<file path="config.mk">
export PLATFORM = sky130hd
export DESIGN_NAME = regulator_trim_controller_flat
export DESIGN_NICKNAME = d
export VERILOG_FILES = /design/src/rtl/regulator_trim_controller_if.sv /design/src/rtl/regulator_trim_controller.sv /design/src/flat_wrapper.sv
export SDC_FILE = /design/constraint.sdc
export NUM_CORES = 1
export LEC_CHECK = 0
export CORE_AREA = 2 2 86 88
export CTS_CLUSTER_DIAMETER = 200
export CTS_CLUSTER_SIZE = 10
export DETAILED_ROUTE_END_ITERATION = 6
export DIE_AREA = 0 0 88 90
export HOLD_SLACK_MARGIN = 0.05
export PLACE_DENSITY_LB_ADDON = 0.08
export SLEW_MARGIN = 25
export SYNTH_ARGS = -nofsm -noshare
export SYNTH_HDL_FRONTEND = slang
export SYNTH_SLANG_ARGS = --single-unit
</file>
<file path="constraint.sdc">
create_clock -name clk -period 2.43 [get_ports clk]
set_clock_uncertainty 0.2 [all_clocks]
set_input_delay 0.486 -clock clk [delete_from_list [all_inputs] [get_ports clk]]
set_output_delay 0.486 -clock clk [all_outputs]
set_load 0.005 [all_outputs]
</file>
<file path="src/rtl/regulator_trim_controller_if.sv">
// Bus between the trim calibration controller and its host/regulator.
// The host side drives start/abort and the comparator lines; the controller drives trim and status.
interface regulator_trim_controller_if;
   logic       start;
   logic       abort;
   logic       cmp_hi;
   logic       cmp_lo;
   logic [3:0] trim;
   logic       busy;
   logic       done;
   logic       fail;
   logic [1:0] fail_code;
   logic [4:0] steps_used;

   modport master (
      output start, abort, cmp_hi, cmp_lo,
      input  trim, busy, done, fail, fail_code, steps_used
   );

   modport slave (
      input  start, abort, cmp_hi, cmp_lo,
      output trim, busy, done, fail, fail_code, steps_used
   );
endinterface

</file>
<file path="src/rtl/regulator_trim_controller.sv">
// Successive trim calibration: nudges a signed 4-bit regulator trim code one step at a time
// until both window comparators report in-window, with settle delay, rail and step-limit checks.
module regulator_trim_controller #(
   parameter int                 SETTLE_CYCLES = 16,
   parameter int                 MAX_STEPS     = 15,
   parameter logic signed [3:0]  TRIM_INIT     = 4'sd0
) (
   input  logic                           clk,
   input  logic                           rst_n,
   regulator_trim_controller_if.slave     bus
);

   typedef enum logic [2:0] {
      IDLE   = 3'd0,
      SETTLE = 3'd1,
      SAMPLE = 3'd2,
      DONE   = 3'd3,
      FAIL   = 3'd4
   } state_t;

   localparam logic [7:0]        SETTLE_RELOAD = 8'(SETTLE_CYCLES - 1);
   localparam logic [4:0]        STEP_LIMIT    = 5'(MAX_STEPS);
   localparam logic signed [3:0] TRIM_MAX      = 4'sb0111;
   localparam logic signed [3:0] TRIM_MIN      = 4'sb1000;

   state_t            state_q, state_d;
   logic signed [3:0] trim_q, trim_d;
   logic [4:0]        steps_q, steps_d;
   logic [7:0]        cnt_q, cnt_d;
   logic [1:0]        code_q, code_d;
   logic [1:0]        hi_sync_q, lo_sync_q;
   logic              hi_s, lo_s;

   // Comparators are asynchronous to clk; only the second flop is ever consumed.
   assign hi_s = hi_sync_q[1];
   assign lo_s = lo_sync_q[1];

   always_ff @(posedge clk or negedge rst_n) begin
      if (!rst_n) begin
         state_q   <= IDLE;
         trim_q    <= TRIM_INIT;
         steps_q   <= 5'd0;
         cnt_q     <= 8'd0;
         code_q    <= 2'd0;
         hi_sync_q <= 2'b00;
         lo_sync_q <= 2'b00;
      end else begin
         state_q   <= state_d;
         trim_q    <= trim_d;
         steps_q   <= steps_d;
         cnt_q     <= cnt_d;
         code_q    <= code_d;
         hi_sync_q <= {hi_sync_q[0], bus.cmp_hi};
         lo_sync_q <= {lo_sync_q[0], bus.cmp_lo};
      end
   end

   always_comb begin
      state_d = state_q;
      trim_d  = trim_q;
      steps_d = steps_q;
      cnt_d   = cnt_q;
      code_d  = code_q;

      if (bus.abort) begin
         // Abort keeps trim and step count so the last applied code stays visible.
         state_d = IDLE;
         code_d  = 2'd0;
      end else begin
         case (state_q)
            IDLE, DONE, FAIL: begin
               if (bus.start) begin
                  state_d = SETTLE;
                  trim_d  = TRIM_INIT;
                  steps_d = 5'd0;
                  cnt_d   = SETTLE_RELOAD;
                  code_d  = 2'd0;
               end
            end
            SETTLE: begin
               if (cnt_q == 8'd0) begin
                  state_d = SAMPLE;
               end else begin
                  cnt_d = cnt_q - 8'd1;
               end
            end
            SAMPLE: begin
               if (hi_s && lo_s) begin
                  state_d = FAIL;
                  code_d  = 2'd3;
               end else if (!hi_s && !lo_s) begin
                  state_d = DONE;
               end else if ((lo_s && trim_q == TRIM_MAX) || (hi_s && trim_q == TRIM_MIN)) begin
                  state_d = FAIL;
                  code_d  = 2'd1;
               end else if (steps_q == STEP_LIMIT) begin
                  state_d = FAIL;
                  code_d  = 2'd2;
               end else begin
                  trim_d  = lo_s ? (trim_q + 4'sd1) : (trim_q - 4'sd1);
                  steps_d = steps_q + 5'd1;
                  cnt_d   = SETTLE_RELOAD;
                  state_d = SETTLE;
               end
            end
            default: state_d = IDLE;
         endcase
      end
   end

   assign bus.trim       = trim_q;
   assign bus.busy       = (state_q == SETTLE) || (state_q == SAMPLE);
   assign bus.done       = (state_q == DONE);
   assign bus.fail       = (state_q == FAIL);
   assign bus.fail_code  = code_q;
   assign bus.steps_used = steps_q;

endmodule

</file>
<file path="src/flat_wrapper.sv">
// flat-port wrapper written by rule: the top's interface ports become plain ports
module regulator_trim_controller_flat 
#(
   parameter int                 SETTLE_CYCLES = 16,
   parameter int                 MAX_STEPS     = 15,
   parameter logic signed [3:0]  TRIM_INIT     = 4'sd0
)
  (clk, rst_n, bus_start, bus_abort, bus_cmp_hi, bus_cmp_lo, bus_trim, bus_busy, bus_done, bus_fail, bus_fail_code, bus_steps_used);
  regulator_trim_controller_if bus_i ();
  input  logic clk;
  input  logic rst_n;
  input wire logic [$bits(bus_i.start)-1:0] bus_start;
  input wire logic [$bits(bus_i.abort)-1:0] bus_abort;
  input wire logic [$bits(bus_i.cmp_hi)-1:0] bus_cmp_hi;
  input wire logic [$bits(bus_i.cmp_lo)-1:0] bus_cmp_lo;
  output wire logic [$bits(bus_i.trim)-1:0] bus_trim;
  output wire logic [$bits(bus_i.busy)-1:0] bus_busy;
  output wire logic [$bits(bus_i.done)-1:0] bus_done;
  output wire logic [$bits(bus_i.fail)-1:0] bus_fail;
  output wire logic [$bits(bus_i.fail_code)-1:0] bus_fail_code;
  output wire logic [$bits(bus_i.steps_used)-1:0] bus_steps_used;
  assign bus_i.start = bus_start;
  assign bus_i.abort = bus_abort;
  assign bus_i.cmp_hi = bus_cmp_hi;
  assign bus_i.cmp_lo = bus_cmp_lo;
  assign bus_trim = bus_i.trim;
  assign bus_busy = bus_i.busy;
  assign bus_done = bus_i.done;
  assign bus_fail = bus_i.fail;
  assign bus_fail_code = bus_i.fail_code;
  assign bus_steps_used = bus_i.steps_used;
  regulator_trim_controller #(.SETTLE_CYCLES(SETTLE_CYCLES), .MAX_STEPS(MAX_STEPS), .TRIM_INIT(TRIM_INIT)) u_core (.clk(clk), .rst_n(rst_n), .bus(bus_i));
endmodule
</file>
# Yosys cells after proc, flatten, opt, wreduce, memory -nomap -nowiden

Index checks and enable logic that the tools add are counted.

Flip-flop bits (word level): 26
Input port bits: 6
Logic and storage cells: 82

Add/subtract/negate cells: 4
Equal/unequal tests: 17
Multiplexer cells: 35
Bitwise logic cells: 1
Reductions and logical operators: 18

Operator list:

| cell                                                   | count |
|---|---|
| 2-to-1 mux 8 bit                                       | 6 |
| 2-to-1 mux 5 bit                                       | 5 |
| 2-to-1 mux 4 bit                                       | 6 |
| one-hot mux 8 bit (3 select lines)                     | 1 |
| 2-to-1 mux 3 bit                                       | 7 |
| 2-to-1 mux 2 bit                                       | 6 |
| inequality test 2 bit (second input constant)          | 6 |
| one-hot mux 5 bit (2 select lines)                     | 1 |
| one-hot mux 3 bit (3 select lines)                     | 1 |
| == test 4 bit (second input constant)                  | 2 |
| zero test 8 bit                                        | 1 |
| one-hot mux 4 bit (2 select lines)                     | 1 |
| AND reduction 8 bit                                    | 1 |
| subtractor 8 x 1 -> 8 bit (second input constant)      | 1 |
| AND reduction 7 bit                                    | 1 |
| == test 3 x 2 -> 1 bit (second input constant)         | 2 |
| nonzero test 3 bit                                     | 2 |
| adder 5 x 1 -> 5 bit (second input constant)           | 1 |
| == test 5 x 4 -> 1 bit (second input constant)         | 1 |
| inequality test 5 x 2 -> 1 bit (second input constant) | 1 |
| adder 4 x 2 -> 4 bit (second input constant)           | 1 |
| logical AND 1 bit                                      | 4 |
| inequality test 4 x 3 -> 1 bit (second input constant) | 1 |
| one-hot mux 2 bit (2 select lines)                     | 1 |
| 13 further kinds                                       | 15 |

# Logic depth before layout (Yosys ltp)

Gate-level depths: netlist (run 1).

Word-level depth: 8
Depth in mapped cells: 8
Mapped depth without buffers: 7

# Least setup slack after synthesis (run 1)

Ideal clock, no wire load.

Path kind: reg2reg
Start: reg u_core.steps_q[0], in the netlist u_core.bus.steps_used[0]
End: reg u_core.trim_q[3], in the netlist u_core.bus.trim[3]
Library setup time: 0.137 ns
Arrival: 2.042 ns
Required time: 2.093 ns
Setup slack: 0.051 ns
Stages on the path, launching flop included: 8
Period minus slack after synthesis: 2.379 ns
Path through: dfrtp_1 > ha_1 > and3_1 > ha_1 > o41a_1 > buf_4 > a2111oi_2 > o22ai_1

Word-level cells in the longest chain between the ends: 3

Ends and longest elaborated chain:

| what                                   | line                            | RTL |
|---|---|---|
| from (decl)                            | regulator_trim_controller.sv:28 | `logic [4:0] steps_q, steps_d;` |
| from (signal assigned)                 | regulator_trim_controller.sv:50 | `steps_q <= steps_d;` |
| == test 5 x 4 -> 1 bit                 | regulator_trim_controller.sv:96 | `end else if (steps_q == STEP_LIMIT) begin` |
| inequality test 2 bit (no source line) | --                              |  |
| AND reduction 7 bit (no source line)   | --                              |  |
| to (signal assigned)                   | regulator_trim_controller.sv:49 | `trim_q <= trim_d;` |
| to (decl)                              | regulator_trim_controller.sv:27 | `logic signed [3:0] trim_q, trim_d;` |

No other way between the ends.
A chain may end at the register's enable or synchronous reset.

# Final worst setup path (run 1)

Start: reg u_core.steps_q[0], in the netlist u_core.bus.steps_used[0]
End: reg u_core.cnt_q[5]

Word-level cells in the longest chain between the ends: 3

Ends and longest elaborated chain:

| what                                   | line                            | RTL |
|---|---|---|
| == test 5 x 4 -> 1 bit                 | regulator_trim_controller.sv:96 |  |
| inequality test 2 bit (no source line) | --                              |  |
| AND reduction 8 bit (no source line)   | --                              |  |
| to (signal assigned)                   | regulator_trim_controller.sv:51 | `cnt_q <= cnt_d;` |
| to (decl)                              | regulator_trim_controller.sv:29 | `logic [7:0] cnt_q, cnt_d;` |

No other way between the ends.

==> results.sh, run 1 <==
export IMPL_start_util_pct=24.4
export IMPL_io_pins=20
export IMPL_ys_types=55
export IMPL_cts_tree="yes"
export IMPL_finalMaxSlewViolations=0
export IMPL_drive_above_1_share_pct=25.0
export IMPL_antenna_found_initial=0
export IMPL_synthesis_area_um2=1710
export IMPL_dp_cells=304
export IMPL_critPathKind="flip-flop to flip-flop"
export IMPL_worstPathMaxFanout=6
export IMPL_worst_pin_slew_ns=0.668
export IMPL_setup_viol=0
export IMPL_cp_end_kind="flip-flop"
export IMPL_cts_root_buf="clkbuf_8"
export IMPL_max_freq_mhz=419
export IMPL_worstPathRequired_ns=2.39
export IMPL_min_path_type="flip-flop to flip-flop"
export IMPL_setup_worst_path_start_class="flip-flop"
export IMPL_leakage_nw=0.902
export IMPL_vias_per_cell=4.78
export IMPL_fin_nets=226
export IMPL_hpwl_um=3260
export IMPL_drcViolationCount=0
export IMPL_ant_nets=0
export IMPL_relSlewSlack_pct=55.4
export IMPL_period_minus_slack_ns=2.39
export IMPL_cts_max_path_buffers=2
export IMPL_port_buffers=19
export IMPL_n_antenna_cell=0
export IMPL_postSynthNetCount=192
export IMPL_ys_ff_latch=26
export IMPL_dr_pass1_iters=4
export IMPL_yosys_warnings=0
export IMPL_grt_pass1_vias=1508
export IMPL_arrival_ns=2.34
export IMPL_outcome="complete, no violations"
export IMPL_row_count=31
export IMPL_hold_viol=0
export IMPL_ir_drop_v=0.000189
export IMPL_power_density_nw_per_um2=422
export IMPL_clk_latency_ns=0.28
export IMPL_min_period_over_period_pct=98.2
export IMPL_gp_congestion=0.713
export IMPL_synthArstFlopShare_pct=100
export IMPL_cts_buffers_inserted=3
export IMPL_clkSlewWorstSetupHoldPaths_ns=0.11
export IMPL_wirelength_um=4510
export IMPL_grt_first_pass_wirelength_um=7510
export IMPL_htree_levels=1
export IMPL_die_h_um=90
export IMPL_vias=1487
export IMPL_syn_area_per_cell_um2=9.56
export IMPL_clock_sinks=26
export IMPL_grt_overflow_total=0
export IMPL_dieWidth_um=88
export IMPL_fin_setup_tns_ns=0
export IMPL_synth_edf_count=0
export IMPL_dieArea_um2=7920
export IMPL_wl_per_cell_um=14.5
export IMPL_fin_cells=311
export IMPL_first_iter_violations=79
export IMPL_ys_flop_type="dfrtp_1"
export IMPL_grt_max_degree=27
export IMPL_ys_seq_area_share_pct=38.0
export IMPL_core_um2=7020
export IMPL_area_growth_pct=32.2
export IMPL_maxCapViolCount=0
export IMPL_grt_total_usage_pct=11.8
export IMPL_netlist_instances=179
[layout make-up]
type / count / area, µm²
fill: 719 / 4760
inverter: 8 / 30.0
multi-input combinational: 136 / 1050
sequential: 26 / 653
clock buffer: 3 / 41.3
timing repair buffer: 38 / 337
tap: 99 / 124
clock inverter: 1 / 30.0
[path summary, 6_finish.rpt]
path	from	to	slack, ns	cells past startpoint
worst max-delay path	u_core.bus.steps_used[0]$_DFFE_PN0P_	u_core.cnt_q[5]$_DFFE_PN0P_	0.04	7
max in group asynchronous	rst_n	u_core.state_q[1]$_DFFE_PN0P_	1.38	2
min in group asynchronous	rst_n	u_core.bus.fail_code[0]$_DFFE_PN0P_	0.37	2
worst min register to register	u_core.lo_sync_q[0]$_DFF_PN0_	u_core.lo_sync_q[1]$_DFF_PN0_	0.16	0
worst max register to register	u_core.bus.steps_used[0]$_DFFE_PN0P_	u_core.cnt_q[5]$_DFFE_PN0P_	0.04	7
worst min-delay path	u_core.lo_sync_q[0]$_DFF_PN0_	u_core.lo_sync_q[1]$_DFF_PN0_	0.16	0
[per-stage QoR]
stage | power (mW) | worst slack, ns | hold slack, ns | utilization, % | instance area [µm²]
5_1_grt | 0.993 | -0.0105 | 0.182 | 32.2 | 2260
3_5_place_dp | 0.580 | 0.00701 | 0.139 | 29.8 | 2090
2_1_floorplan | 0.534 | 0.0509 | -0.00959 | - | 1710
3_3_place_gp | 0.580 | 0.0670 | 0.132 | 29.8 | 2090
6_report | 0.954 | 0.0446 | 0.162 | 32.2 | 2260
4_1_cts | 0.956 | 0.0288 | 0.165 | 30.8 | 2160
[where the power goes]
group / internal (mW) / switching, mW / total, mW
Clock: 0.221 / 0.158 / 0.378
Combinational: 0.0471 / 0.0735 / 0.121
Sequential: 0.442 / 0.0127 / 0.455
[per-layer routing]
layer	vias up	GRT usage, %	wire, µm
met5	-	0	0
met4	0	3.59	57
met3	7	1.93	217
met2	42	17.3	1970
met1	706	17.7	2260
li1	732	-	-
[kinds of logic (layout without fill, tap and decap cells)]
family / count (synthesis) / count (layout) / share of synthesized area, %
xor gates and xnor gates: 3 / 3 / 1.54
AOI/OAI and AO/OA: 51 / 51 / 23.4
adders and majority gates: 7 / 7 / 5.56
buffers and inverters: 17 / 50 / 4.90
muxes: 6 / 6 / 3.80
and+or+nand+nor: 69 / 69 / 22.8
DFF: 26 / 26 / 38.0
[critical path, stage by stage, from the launching register on]
cell	delay [ns]
dfrtp_1	0.40
ha_1	0.22
and3_4	0.19
ha_4	0.17
o41a_1	0.55
buf_6	0.20
o31ai_1	0.23
o31ai_1	0.10
[state kept, by name (all words and copies together) (netlist names)]
signal                 flops
u_core.lo_sync_q           2
u_core.cnt_q               8
u_core.bus.steps_used      5
u_core.bus.fail_code       2
u_core.bus.trim            4
u_core.state_q             3
u_core.hi_sync_q           2
[synthesized netlist by cell type, types with 2 or more instances]
| cell type | number | area, µm² |
|---|---|---|
| buf_4 | 2 | 15.0 |
| ha_1 | 6 | 75.1 |
| nor3_1 | 10 | 50.1 |
| xnor2_1 | 3 | 26.3 |
| o21ai_0 | 5 | 25.0 |
| a31oi_1 | 5 | 31.3 |
| mux2i_1 | 2 | 20.0 |
| nor2_1 | 15 | 56.3 |
| inv_1 | 8 | 30.0 |
| nand3_1 | 5 | 25.0 |
| dfrtp_1 | 26 | 651 |
| nor3b_1 | 2 | 15.0 |
| mux2_2 | 4 | 45.0 |
| o211ai_1 | 3 | 22.5 |
| clkbuf_1 | 2 | 7.51 |
| o31ai_1 | 9 | 67.6 |
| nand2b_1 | 6 | 37.5 |
| o22a_2 | 2 | 20.0 |
| nand4_1 | 2 | 12.5 |
| or2_2 | 2 | 12.5 |
| a41oi_1 | 2 | 17.5 |
| buf_2 | 4 | 20.0 |
| or3_1 | 3 | 18.8 |
| nand4b_1 | 2 | 17.5 |
| nand2_1 | 9 | 33.8 |
| a21oi_1 | 10 | 50.1 |
| a211oi_1 | 2 | 15.0 |
[placed cells by master (no fill, tap or decap), types with 2 or more instances in the layout]
cell             Yosys  routed
a211oi_1             2       2
a21oi_1             10      10
a31oi_1              5       5
a41oi_1              2       2
buf_4                2      18
clkbuf_8             0       3
clkdlybuf4s50_1      0      19
dfrtp_1             26      24
dfrtp_2              0       2
ha_1                 6       5
inv_1                8       8
mux2_2               4       4
mux2i_1              2       2
nand2_1              9       9
nand2b_1             6       6
nand3_1              5       5
nand4_1              2       2
nand4b_1             2       2
nor2_1              15      15
nor2_4               1       2
nor3_1              10      10
o211ai_1             3       3
o21ai_0              5       5
o22a_2               2       2
o31ai_1              9       7
or2_2                2       2
or3_1                3       3
xnor2_1              3       3
[repair_timing]
item                                    CTS  global route
endpoints found under the setup margin    6            11
hold buffers                              0             0
gates cloned                              0             0
gates resized for setup                   1            13
pin swaps                                 2             2
hold endpoints to repair                  0             0
setup buffers                             0             3
Power figures use the tool's default switching activity.
==> run 2, diff against run 1 <==
--- a/config.mk
+++ b/config.mk
@@ -12,6 +12,8 @@
 export DIE_AREA = 0 0 88 90
 export HOLD_SLACK_MARGIN = 0.05
 export PLACE_DENSITY_LB_ADDON = 0.08
+export REMOVE_ABC_BUFFERS = 1
+export SKIP_CTS_REPAIR_TIMING = 1
 export SLEW_MARGIN = 25
 export SYNTH_ARGS = -nofsm -noshare
 export SYNTH_HDL_FRONTEND = slang
==> run 2 against run 1 <==
  * Sequential cell count stayed put
  * Clock power hardly changed
  * Combinational power is 3% lower
  * Non-clock buffer count is 1 lower
  * Die area stayed put
  * Worst setup slack better by 0.053 ns
  * Critical path depth is 4 lower
  * Total power is 0.29% lower
  * Sequential power hardly changed
  * Critical path type is now flip-flop to output pin
  * Largest cell class unchanged
==> results.sh, run 2 (same netlist as run 1, synthesis figures left out) <==
export IMPL_final_cell_mix="dfrtp_1 (24), clkdlybuf4s50_1 (19), buf_4 (18)"
export IMPL_period_minus_slack_ns=2.33
export IMPL_min_period_over_period_pct=96.0
export IMPL_dp_slack_ns=0.0168
export IMPL_ant_nets=0
export IMPL_htree_levels=1
export IMPL_setup_worst_path_start_class="flip-flop"
export IMPL_switchingPower_uw=242
export IMPL_grt_max_degree=27
export IMPL_pwr_share_seq_pct=47.9
export IMPL_setup_viol=0
export IMPL_port_buffers=19
export IMPL_worstPathRequired_ns=1.74
export IMPL_grt_total_usage_pct=12.3
export IMPL_largest_register="u_core.cnt_q"
export IMPL_cts_root_buf="clkbuf_8"
export IMPL_power_density_nw_per_um2=432
export IMPL_maxCapViolCount=0
export IMPL_critPathKind="flip-flop to output pin"
export IMPL_grt_overflow_total=0
export IMPL_hold_viol=0
export IMPL_cts_tree="yes"
export IMPL_slowest_stage="clkdlybuf4s50_1"
export IMPL_cts_max_path_buffers=2
export IMPL_cts_buffers_inserted=3
export IMPL_hpwl_um=3360
export IMPL_dr_pass1_iters=4
export IMPL_crit_path_max_incr_delay_ns=0.53
export IMPL_area_growth_pct=28.6
export IMPL_relSlewSlack_pct=63.2
export IMPL_clock_sinks=26
export IMPL_cp_cell_sequence="nand2b_1 > o21ai_0 > clkdlybuf4s50_1"
export IMPL_max_freq_mhz=429
export IMPL_arrival_ns=1.65
export IMPL_outcome="complete, no violations"
export IMPL_io_pins=20
export IMPL_drcViolationCount=0
export IMPL_clk_latency_ns=0.28
export IMPL_drive_above_1_share_pct=23.7
export IMPL_n_antenna_cell=0
export IMPL_fin_nets=225
export IMPL_mostFrequentLayoutCell="dfrtp_1"
export IMPL_min_path_type="flip-flop to flip-flop"
export IMPL_gp_congestion=0.732
export IMPL_grt_pass1_vias=1544
export IMPL_cp_end_kind="output pin"
export IMPL_p_comb_share_pct=12.3
export IMPL_internal_power_uw=710
export IMPL_largest_register_ffs=8
export IMPL_row_count=31
export IMPL_antenna_found_initial=0
export IMPL_swShare_pct=25.4
export IMPL_clkPwrFrac_pct=39.7
export IMPL_dieWidth_um=88
export IMPL_start_util_pct=24.4
export IMPL_dieArea_um2=7920
export IMPL_fillers=743
export IMPL_worstPathMaxFanout=11
export IMPL_leakage_nw=0.893
export IMPL_finalMaxSlewViolations=0
export IMPL_vias_per_cell=4.84
export IMPL_vias=1501
export IMPL_multiInputGateArea_um2=997
export IMPL_rsz0062_at_grt="false"
export IMPL_first_iter_violations=73
export IMPL_ir_drop_v=0.000174
export IMPL_grt_first_pass_wirelength_um=7750
export IMPL_die_h_um=90
export IMPL_clkSlewWorstSetupHoldPaths_ns=0.11
export IMPL_wl_per_cell_um=14.8
export IMPL_worst_pin_slew_ns=0.551
export IMPL_timing_final_ws_setup_ns=0.0979
export IMPL_core_um2=7020
export IMPL_power_total_uw=951
export IMPL_worst_hold_slack_ns=0.163
export IMPL_ff_latch_area_um2=653
export IMPL_wirelength_um=4600
-- run 2: changes by cell type in the layout (fill, tap and decap cells not counted), sizes merged --
| cell | delta |
|---|---|
| buf | -1 |
-- run 2: worst paths after layout --
kind | start | cells after the start | end | slack (ns)
min in group asynchronous | rst_n | 2 | u_core.bus.fail_code[0]$_DFFE_PN0P_ | 0.37
hold / removal | u_core.lo_sync_q[0]$_DFF_PN0_ | 0 | u_core.lo_sync_q[1]$_DFF_PN0_ | 0.16
hold reg to reg | u_core.lo_sync_q[0]$_DFF_PN0_ | 0 | u_core.lo_sync_q[1]$_DFF_PN0_ | 0.16
setup reg to reg | u_core.bus.steps_used[0]$_DFFE_PN0P_ | 7 | u_core.cnt_q[6]$_DFFE_PN0P_ | 0.12
max in group asynchronous | rst_n | 2 | u_core.state_q[1]$_DFFE_PN0P_ | 1.36
setup / recovery | u_core.state_q[1]$_DFFE_PN0P_ | 3 | bus_busy | 0.1
-- run 2: layout make-up --
type / instances / share of cell area (%)
clock buffer: 3 / 1.88
inverter: 8 / 1.36
tap: 99 / 5.63
sequential: 26 / 29.7
clock inverter: 1 / 1.36
timing repair buffer: 37 / 14.8
multi-input combinational: 136 / 45.3
-- run 2: worst max-delay path, delay by kind of cell (launching register included) --
family | cells | cell delay, ns
AOI/OAI and AO/OA | 1 | 0.17
buffers and inverters | 1 | 0.53
DFF | 1 | 0.49
and+or+nand+nor | 1 | 0.18
-- run 2: through the flow --
| stage | utilization (%) | std cells | area, µm² | setup TNS, ns |
|---|---|---|---|---|
| floorplan | - | 170 | 1660 | 0 |
| global placement | 29.8 | 304 | 2090 | 0 |
| detailed placement | 29.8 | 304 | 2090 | 0 |
| CTS | 30.8 | 308 | 2160 | -0.118 |
| global route | 31.3 | 310 | 2200 | 0 |
| finish | 31.3 | 310 | 2200 | 0 |
-- run 2: power by group through the flow --
stage,Combinational (mW),Sequential (mW),Clock [mW]
after global placement,0.117,0.464,0
after detailed placement,0.119,0.463,0
final,0.117,0.456,0.378
after global routing,0.133,0.458,0.406
after CTS,0.119,0.455,0.394
after floorplan,0.0648,0.462,0
-- run 2: layer usage --
metal	vias up	global-route usage, %	share of wire [%]
met5	-	0	0
met4	0	3.97	1.3
met3	5	1.84	4.0
met2	32	18.0	44
met1	730	18.3	51
li1	734	-	-
==> run 3, diff against run 2 <==
==> constraint.sdc (replaced) <==
create_clock -name clk -period 2.3 [get_ports clk]
set_clock_uncertainty 0.2 [all_clocks]
set_input_delay 0.46 -clock clk [delete_from_list [all_inputs] [get_ports clk]]
set_output_delay 0.46 -clock clk [all_outputs]
set_load 0.005 [all_outputs]
==> run 3 against run 2 <==
  * Sequential power is 4.8% higher
  * Clock power grew 5%
  * Via count increased by 0.27%
  * Die area did not move
  * First-iteration DRC count grew 14%
  * Register-to-register slack lost 0.06 ns
  * Final area grew 6.4%
  * Sequential cell count unchanged
  * Critical path type is now flip-flop to flip-flop
  * Critical endpoint is now u_core.cnt_q[4]$_DFFE_PN0P_
  * Highest routed layer unchanged
==> results.sh, run 3 (same netlist as run 1, synthesis figures left out) <==
export IMPL_outcome="complete, no violations"
export IMPL_hpwl_um=3400
export IMPL_max_freq_mhz=447
export IMPL_drcViolationCount=0
export IMPL_grt_first_pass_wirelength_um=7430
export IMPL_largest_register="u_core.cnt_q"
export IMPL_dieArea_um2=7920
export IMPL_grt_busiest_layer="met2"
export IMPL_timing_final_ws_setup_ns=0.0615
export IMPL_grt_use_met1_pct=17.0
export IMPL_holdPathEnd="u_core.lo_sync_q[1]$_DFF_PN0_"
export IMPL_clk_latency_ns=0.28
export IMPL_setup_viol=0
export IMPL_n_antenna_cell=0
export IMPL_crit_path_max_incr_delay_ns=0.42
export IMPL_r2r_end="u_core.cnt_q[4]$_DFFE_PN0P_"
export IMPL_dr_pass1_iters=5
export IMPL_grt_overflow_total=0
export IMPL_internal_power_uw=757
export IMPL_worst_pin_slew_ns=0.576
export IMPL_clock_sinks=26
export IMPL_wirelength_um=4640
export IMPL_htree_levels=1
export IMPL_cp_end_kind="flip-flop"
export IMPL_setup_worst_path_start_class="flip-flop"
export IMPL_cp_cell_sequence="ha_1 > and3_4 > ha_4 > o41a_1 > buf_6 > o31ai_1 > o31ai_1"
export IMPL_dp_cells=312
export IMPL_critPathKind="flip-flop to flip-flop"
export IMPL_period_minus_slack_ns=2.24
export IMPL_power_density_nw_per_um2=432
export IMPL_arrival_ns=2.19
export IMPL_final_cell_mix="buf_4 (28), dfrtp_1 (24), clkdlybuf4s50_1 (16)"
export IMPL_finalMaxSlewViolations=0
export IMPL_mostFrequentLayoutCell="buf_4"
export IMPL_p_comb_share_pct=13.7
export IMPL_gp_congestion=0.764
export IMPL_antenna_found_initial=0
export IMPL_die_h_um=90
export IMPL_clkSlewWorstSetupHoldPaths_ns=0.11
export IMPL_worst_hold_slack_ns=0.162
export IMPL_grt_pass1_vias=1451
export IMPL_grt_max_degree=27
export IMPL_worstPathMaxFanout=6
export IMPL_cpMostUsedCell="o31ai_1"
export IMPL_port_buffers=19
export IMPL_ir_drop_v=0.000264
export IMPL_fin_nets=237
export IMPL_cts_max_path_buffers=2
export IMPL_dp_slack_ns=-0.114
export IMPL_swShare_pct=25.2
export IMPL_largest_register_ffs=8
export IMPL_clkPwrFrac_pct=39.1
export IMPL_min_period_over_period_pct=97.3
export IMPL_r2r_start="u_core.bus.steps_used[0]$_DFFE_PN0P_"
export IMPL_core_um2=7020
export IMPL_cts_root_buf="clkbuf_8"
export IMPL_dieWidth_um=88
export IMPL_hold_viol=0
export IMPL_path_buf_inv=1
export IMPL_area_growth_pct=36.8
export IMPL_vias=1505
export IMPL_cts_tree="yes"
export IMPL_relSlewSlack_pct=61.6
export IMPL_reg2regPathDepth=7
export IMPL_cp_top_family="compound AO/OA/AOI/OAI gates"
export IMPL_grt_total_usage_pct=11.9
export IMPL_min_from="u_core.lo_sync_q[0]$_DFF_PN0_"
export IMPL_drive_above_1_share_pct=27.8
export IMPL_pwr_share_seq_pct=47.2
export IMPL_vias_per_cell=4.67
export IMPL_fin_cells=322
export IMPL_start_util_pct=24.4
export IMPL_ant_nets=0
export IMPL_slowest_stage="o41a_1"
export IMPL_leakage_nw=1.01
export IMPL_row_count=31
export IMPL_first_iter_violations=83
export IMPL_wl_per_cell_um=14.4
export IMPL_final_util_pct=33.3
export IMPL_worstPathRequired_ns=2.25
export IMPL_switchingPower_uw=255
export IMPL_io_pins=20
export IMPL_maxCapViolCount=0
export IMPL_min_path_type="flip-flop to flip-flop"
export IMPL_cts_buffers_inserted=3
export IMPL_worstHoldPathCells=0
export IMPL_rrSetupSlack_ns=0.06
export IMPL_met3_usage_pct=1.93
export IMPL_power_total_mw=1.01
export IMPL_use_met2_pct=18.7
-- run 3: area by class of cell --
cell class	instances	area [µm²]
Sequential cell	26	653
Clock buffer	3	41.3
Timing Repair Buffer	49	430
Clock inverter	1	30.0
Multi-Input combinational cell	136	1030
Fill cell	719	4680
Tap cell	99	124
Inverter	8	30.0
-- run 3: per-stage QoR --
step / area, µm² / TNS [ns]
floorplan: 1660 / -0.224
global placement: 2150 / -0.118
detailed placement: 2150 / -0.514
CTS: 2220 / -1.20
global route: 2340 / -0.0129
finish: 2340 / 0
-- run 3: power by group through the flow --
| stage | clock network (mW) | registers [mW] | logic, mW |
|---|---|---|---|
| final | 0.396 | 0.478 | 0.139 |
| after global routing | 0.421 | 0.480 | 0.156 |
| after CTS | 0.409 | 0.477 | 0.137 |
| after detailed placement | 0 | 0.486 | 0.136 |
| after global placement | 0 | 0.487 | 0.135 |
| after floorplan | 0 | 0.488 | 0.0685 |
-- run 3: worst register-to-register path: cells and delay by family, from the launching register on --
| family | cells | cell delay, ns |
|---|---|---|
| AO/OA/AOI/OAI | 3 | 0.77 |
| AND/OR/NAND/NOR | 1 | 0.19 |
| adder cells (fa/ha/maj) | 2 | 0.38 |
| buffers and inverters | 1 | 0.18 |
| flip-flops | 1 | 0.40 |
-- run 3: worst max-delay path by stage --
stage / to / cells after the start / startpoint
detailed placement: u_core.cnt_q[6]$_DFFE_PN0P_ / 7 / u_core.bus.steps_used[0]$_DFFE_PN0P_
finish: u_core.cnt_q[4]$_DFFE_PN0P_ / 7 / u_core.bus.steps_used[0]$_DFFE_PN0P_
CTS: u_core.cnt_q[5]$_DFFE_PN0P_ / 7 / u_core.bus.steps_used[0]$_DFFE_PN0P_
global placement: u_core.cnt_q[4]$_DFFE_PN0P_ / 7 / u_core.bus.steps_used[0]$_DFFE_PN0P_
floorplan: u_core.bus.trim[3]$_DFFE_PN0P_ / 6 / u_core.bus.steps_used[0]$_DFFE_PN0P_
global route: u_core.cnt_q[6]$_DFFE_PN0P_ / 8 / u_core.cnt_q[1]$_DFFE_PN0P_
-- run 3: per-layer routing --
layer / wire length, µm / up-vias
li1: - / 754
met1: 2310 / 725
met2: 2140 / 24
met3: 154 / 2
met4: 31 / 0
met5: 0 / -
